### src/rtl/shift_unit.sv
// Multi-cycle shift/rotate unit (SLL/SRL/SRA/ROR/ROL) with a start/done handshake.
// Define SHIFT_BARREL_EN to compute the result in one cycle instead of one bit per cycle.
module shift_unit #(
    parameter int WIDTH = 32,
    parameter int AMT_W = 5
) (
    input  logic             clk,
    input  logic             reset,
    input  logic             start,
    input  logic [2:0]       op,
    input  logic [WIDTH-1:0] in_value,
    input  logic [AMT_W-1:0] in_amount,
    output logic             busy,
    output logic             done,
    output logic [WIDTH-1:0] out
);

    localparam logic [1:0] IDLE  = 2'd0;
    localparam logic [1:0] SHIFT = 2'd1;
    localparam logic [1:0] DONE  = 2'd2;

    localparam logic [2:0] OP_SLL = 3'b001;
    localparam logic [2:0] OP_SRL = 3'b010;
    localparam logic [2:0] OP_SRA = 3'b011;
    localparam logic [2:0] OP_ROR = 3'b100;
    localparam logic [2:0] OP_ROL = 3'b101;

    logic [1:0]       state;
    logic [WIDTH-1:0] sreg;
    logic [2:0]       op_q;
    logic [AMT_W-1:0] cnt;

    // Moves the register one bit position; unknown codes pass through unchanged.
    function automatic logic [WIDTH-1:0] step(input logic [WIDTH-1:0] v, input logic [2:0] code);
        logic [WIDTH-1:0] r;
        r = v;
        case (code)
            OP_SLL:  r = {v[WIDTH-2:0], 1'b0};
            OP_SRL:  r = {1'b0, v[WIDTH-1:1]};
            OP_SRA:  r = {v[WIDTH-1], v[WIDTH-1:1]};
            OP_ROR:  r = {v[0], v[WIDTH-1:1]};
            OP_ROL:  r = {v[WIDTH-2:0], v[WIDTH-1]};
            default: r = v;
        endcase
        return r;
    endfunction

`ifdef SHIFT_BARREL_EN
    function automatic logic [WIDTH-1:0] barrel(input logic [WIDTH-1:0] v, input logic [2:0] code,
                                                input logic [AMT_W-1:0] amt);
        logic [2*WIDTH-1:0] d;
        logic [WIDTH-1:0]   r;
        d = '0;
        r = v;
        case (code)
            OP_SLL:  r = v << amt;
            OP_SRL:  r = v >> amt;
            OP_SRA:  r = WIDTH'($signed(v) >>> amt);
            OP_ROR: begin
                d = {v, v} >> amt;
                r = d[WIDTH-1:0];
            end
            OP_ROL: begin
                d = {v, v} << amt;
                r = d[2*WIDTH-1:WIDTH];
            end
            default: r = v;
        endcase
        return r;
    endfunction
`endif

    always_ff @(posedge clk) begin
        if (reset) begin
            state <= IDLE;
            sreg  <= '0;
            op_q  <= '0;
            cnt   <= '0;
        end else begin
            case (state)
                IDLE: begin
                    if (start) begin
                        op_q <= op;
`ifdef SHIFT_BARREL_EN
                        sreg  <= barrel(in_value, op, in_amount);
                        cnt   <= '0;
                        state <= DONE;
`else
                        sreg  <= in_value;
                        cnt   <= in_amount;
                        state <= (in_amount != '0) ? SHIFT : DONE;
`endif
                    end
                end
                SHIFT: begin
                    sreg <= step(sreg, op_q);
                    cnt  <= cnt - 1'b1;
                    if (cnt == AMT_W'(1)) begin
                        state <= DONE;
                    end
                end
                DONE: begin
                    state <= IDLE;
                end
                default: begin
                    state <= IDLE;
                end
            endcase
        end
    end

    assign busy = (state != IDLE);
    assign done = (state == DONE);
    assign out  = sreg;

endmodule

### config.mk
export PLATFORM = sky130hd
export DESIGN_NAME = shift_unit
export DESIGN_NICKNAME = d
export VERILOG_FILES = /design/src/rtl/shift_unit.sv
export SDC_FILE = /design/constraint.sdc
export NUM_CORES = 1
export LEC_CHECK = 0
export BUFFER_PORTS_ARGS = -buffer_cell sky130_fd_sc_hd__clkbuf_2
export CORE_ASPECT_RATIO = 1.75
export CORE_UTILIZATION = 52
export DETAILED_ROUTE_END_ITERATION = 16
export PLACE_DENSITY = 0.8
export SLEW_MARGIN = 20
export SYNTH_ARGS = -nofsm -noshare
export SYNTH_HDL_FRONTEND = slang
export SYNTH_SLANG_ARGS = --single-unit
### constraint.sdc
create_clock -name clk -period 2 [get_ports clk]
set_clock_uncertainty 0.15 [all_clocks]
set_input_delay 0.4 -clock clk [delete_from_list [all_inputs] [get_ports clk]]
set_output_delay 0.4 -clock clk [all_outputs]
set_load 0.02 [all_outputs]
==> run summary <==
The multi-input combinational cells in the finished layout cover a total of 0.00163 mm2. By area the synthesized netlist is led by sky130_fd_sc_hd__dfxtp_1, sky130_fd_sc_hd__a311oi_2, sky130_fd_sc_hd__mux2i_1, sky130_fd_sc_hd__nand2b_1, sky130_fd_sc_hd__and2_1. The leakage power was 1.44 nW; the count of different cell masters after synthesis was 46. Number of warnings printed during yosys synthesis: 0. Clock root buffer master: sky130_fd_sc_hd__clkbuf_8. STA classifies the critical path endpoint as a flip-flop. Counting flops and latches in the post-synthesis netlist gives 42. Height of the chip: 96.9 um.

The first routing iteration left 72 violations. The fraction of final layout cells sized beyond drive strength 1 works out to 0.349. Among all flip-flop cells after synthesis, the most frequent one is sky130_fd_sc_hd__dfxtp_1. The number of antenna violations at the first check in global routing is 0, and the final RePlAce weighted congestion is 0.800. The number of nets produced by synthesis was 347; the storage element area was 842 um2. TritonCTS built the clock tree. Clock tree synthesis found a total of 42 sinks. The logs give 0 for the number of hold violations in the final report and 0.00268 mm2 for the synthesized area. The delay of the slowest critical-path stage came out at 440 ps. Dividing the synthesized area by the synthesized cell count gives 8.86 um2. The tools report the number of pins exceeding their max-slew limit in the final report as 0.

The post-route cell area was 0.00319 mm2; the combinational share of power was 0.339. The final route contains 2456 vias. Setup repair after global routing left no endpoint under its margin. The tools report the H-tree depth reported by CTS as 2.

For the count of inserted antenna diode cells, the log shows 0. After floorplanning, the core was divided into 34 placement rows. Max-cap violations in this run came to 0. The tools report the net count of the finished layout as 417. Adding up every negative setup slack in the final design gives 0 ps. The simple-gate share of the synthesized area is 0.241, and the proportion of power drawn by the clock network is 0.257. The class of the most critical setup path was flip-flop to flip-flop.

For this run, the top clock speed supported by timing is 552 MHz. Before antenna repair, the detailed router went through 4 iterations. Subtracting the final worst setup slack from the clock period gives 1810 ps. The cell type with the largest total area after synthesis was sky130_fd_sc_hd__dfxtp_1.

The analysis attributes to net switching a power of 0.912 mW. Synthesis produced a netlist whose cell count is 302. The clock passes through at most 2 buffers. 77 I/O pins were placed. Once detailed placement completed, the half-perimeter wirelength came to 4570 um. After clock tree synthesis, the clock-pin slew on the worst setup and hold paths is 80 ps.

The utilization after layout came out at 0.642. The worst slew margin relative to its limit was 0.706; the first-pass GRT wire length was 10500 um. The count of buffers added on input and output ports is 76. In the routed design, unresolved DRC markers number 0. In this run the remaining antenna-violating nets after routing total 0. Adder-cell area share of the yosys netlist: 0.00935. Cell internal power was estimated by the tool at 1.70 mW. The critical-path maximum fanout is 35, and the clock buffer count from CTS is 5.

The signal on the critical path passes through or3_1 -> a31o_2 -> buf_12 -> o221a_1. Dividing the detail-routed via count by the number of cells gives 5.75. The share of cell area taken by muxes after synthesis was 0.109; the wire length per cell was 14.5 um. Compared with the post-synthesis result, the final layout area differs by 19.4%.

Measured along the x axis, the die boundary spans 56.2 um. The global-route usage over all layers was 0.234. The flow ran to the end, and the final reports show no timing, DRC or antenna violations.

Core footprint: 0.00498 mm2. Setup violations remaining at the end of the flow were counted as 0. After filler insertion, the fill cell instance count of the layout stands at 429. The initial standard-cell utilization of the core is 0.538. At the pin with the least slew margin, the transition time is 440 ps. The cell area after placement came out at 0.00308 mm2. The remaining global-route overflow was 0; the compound-gate portion of the synthesized area was 0.248.

Element type at the critical path start: a flip-flop. The part of the total power dissipated in sequential elements is 0.404, and the pin count of the biggest net entering global routing is 36. The run gives 6180 um as the total wirelength of the detailed-routed design. Areal power density over the cells: 819 mW/mm2. The tools report the required time of the critical path as 2030 ps. The period utilization was 0.905. Number of synthesized flops with an enable pin: 0. The post-synthesis share of cell area spent on xor and xnor gates works out to 0.

The number of global-route vias before repair was 2363. The switching portion of total power is 0.349. The dominant combinational cell family by area after synthesis was compound AO/OA/AOI/OAI gates. The worst voltage drop across the vdd grid was 660 uV. The logs give 290 ps for the insertion delay of the later-clocked pin in the worst-skew pair and 0.00545 mm2 for the area of the die.

The top cell type's share of synthesized area was 0.314. The slowest stage of the critical path is the sky130_fd_sc_hd__or3_1 cell. The async set or reset register ratio after synthesis was 0; the proportion of synthesized chip area in sequential cells was 0.314. Data arrives at the worst endpoint at 1840 ps.

In this run the worst hold path is classified as primary input to flip-flop.
-- cells in the mapped netlist (2+ instances only) --
cell type                   n
sky130_fd_sc_hd__a21oi_1   12
sky130_fd_sc_hd__a311oi_2  19
sky130_fd_sc_hd__a31oi_1    3
sky130_fd_sc_hd__a32oi_1    2
sky130_fd_sc_hd__a41oi_1    4
sky130_fd_sc_hd__and2_1    20
sky130_fd_sc_hd__buf_2      6
sky130_fd_sc_hd__buf_4      2
sky130_fd_sc_hd__buf_6      8
sky130_fd_sc_hd__clkbuf_1   8
sky130_fd_sc_hd__dfxtp_1   42
sky130_fd_sc_hd__ha_1       2
sky130_fd_sc_hd__inv_1     10
sky130_fd_sc_hd__mux2_4     2
sky130_fd_sc_hd__mux2i_1   25
sky130_fd_sc_hd__nand2_1   19
sky130_fd_sc_hd__nand2b_1  29
sky130_fd_sc_hd__nand3_1    5
sky130_fd_sc_hd__nor2_1    33
sky130_fd_sc_hd__nor2b_1    2
sky130_fd_sc_hd__nor3_1     2
sky130_fd_sc_hd__o21ai_0   10
sky130_fd_sc_hd__o21ai_1    2
sky130_fd_sc_hd__o21ai_2    3
sky130_fd_sc_hd__o221a_1    5
sky130_fd_sc_hd__o22ai_1    2
sky130_fd_sc_hd__or2_2      4
sky130_fd_sc_hd__or3_1      3
-- kinds of logic (layout without fill, tap and decap cells) --
| family | after synthesis | after routing |
|---|---|---|
| simple gates | 122 | 122 |
| buf+inv | 36 | 107 |
| flops | 42 | 42 |
| fa+ha+maj | 2 | 2 |
| compound gates | 72 | 72 |
| mux | 28 | 28 |
-- worst paths after layout --
kind                              start  endpoint  slack [ps]  cells past startpoint
worst max-delay path            op_q[0]    out[3]         190                      4
worst min-delay path              op[1]   op_q[1]         180                      3
worst max register to register  op_q[0]    out[3]         190                      4
worst min register to register   cnt[1]    cnt[1]         330                      2
-- cell usage in the layout, fill, tap and decap left out, drive strengths merged, types with 11 or more instances in the layout --
cell / Yosys / layout
clkbuf: 8 / 82
dfxtp: 42 / 42
nor2: 33 / 33
nand2b: 29 / 29
mux2i: 25 / 25
and2: 20 / 20
nand2: 19 / 19
a311oi: 19 / 19
o21ai: 15 / 15
a21oi: 12 / 12
buf: 17 / 12
inv: 11 / 11
-- power groups by stage --
| stage | Sequential, mW | Clock [mW] | Combinational (mW) |
|---|---|---|---|
| finish | 1.06 | 0.672 | 0.887 |
| global route | 1.07 | 0.718 | 0.968 |
| CTS | 1.05 | 0.687 | 0.891 |
| detailed placement | 1.07 | 0 | 0.888 |
| global placement | 1.07 | 0 | 0.869 |
| floorplan | 1.15 | 0 | 0.575 |
-- worst max-delay path, delay by kind of cell, from the launching register on --
kind	cells	cell delay, ps
AO/OA/AOI/OAI	2	550
AND/OR/NAND/NOR	1	440
flip-flops	1	370
buffers and inverters	1	190
-- sequential cells by signal, indices dropped and copies added (netlist names) --
signal  flops
state       2
out        32
cnt         5
op_q        3
-- routing by layer --
layer	vias to the layer above	track usage	wire length [um]
li1	1217	-	-
met1	1162	0.279	2540
met2	64	0.418	3300
met3	13	0.0321	203
met4	0	0.0844	128
met5	-	0	0
-- layout make-up --
cell class,instances,share of cell area
multi-input combinational,224,0.509
sequential,42,0.264
timing repair buffer,88,0.159
clock buffer,6,0.0227
tap,54,0.0212
inverter,11,0.0129
clock inverter,2,0.0118
-- repair_timing --
action                                  in CTS  in global routing
setup buffers                                0                  0
endpoints found under the setup margin       0                  1
hold buffers                                 0                  0
hold endpoints to repair                     0                  0
gates resized for setup                      0                  1
-- stage by stage --
step	cells	hold WS, ps	total power, mW	worst slack [ps]
finish	427	184	2.62	189
global route	427	198	2.76	51.1
CTS	427	182	2.63	158
detailed placement	419	320	1.96	172
global placement	419	315	1.94	235
floorplan	302	291	1.72	308
No activity file was read; power rests on OpenSTA's default activity.
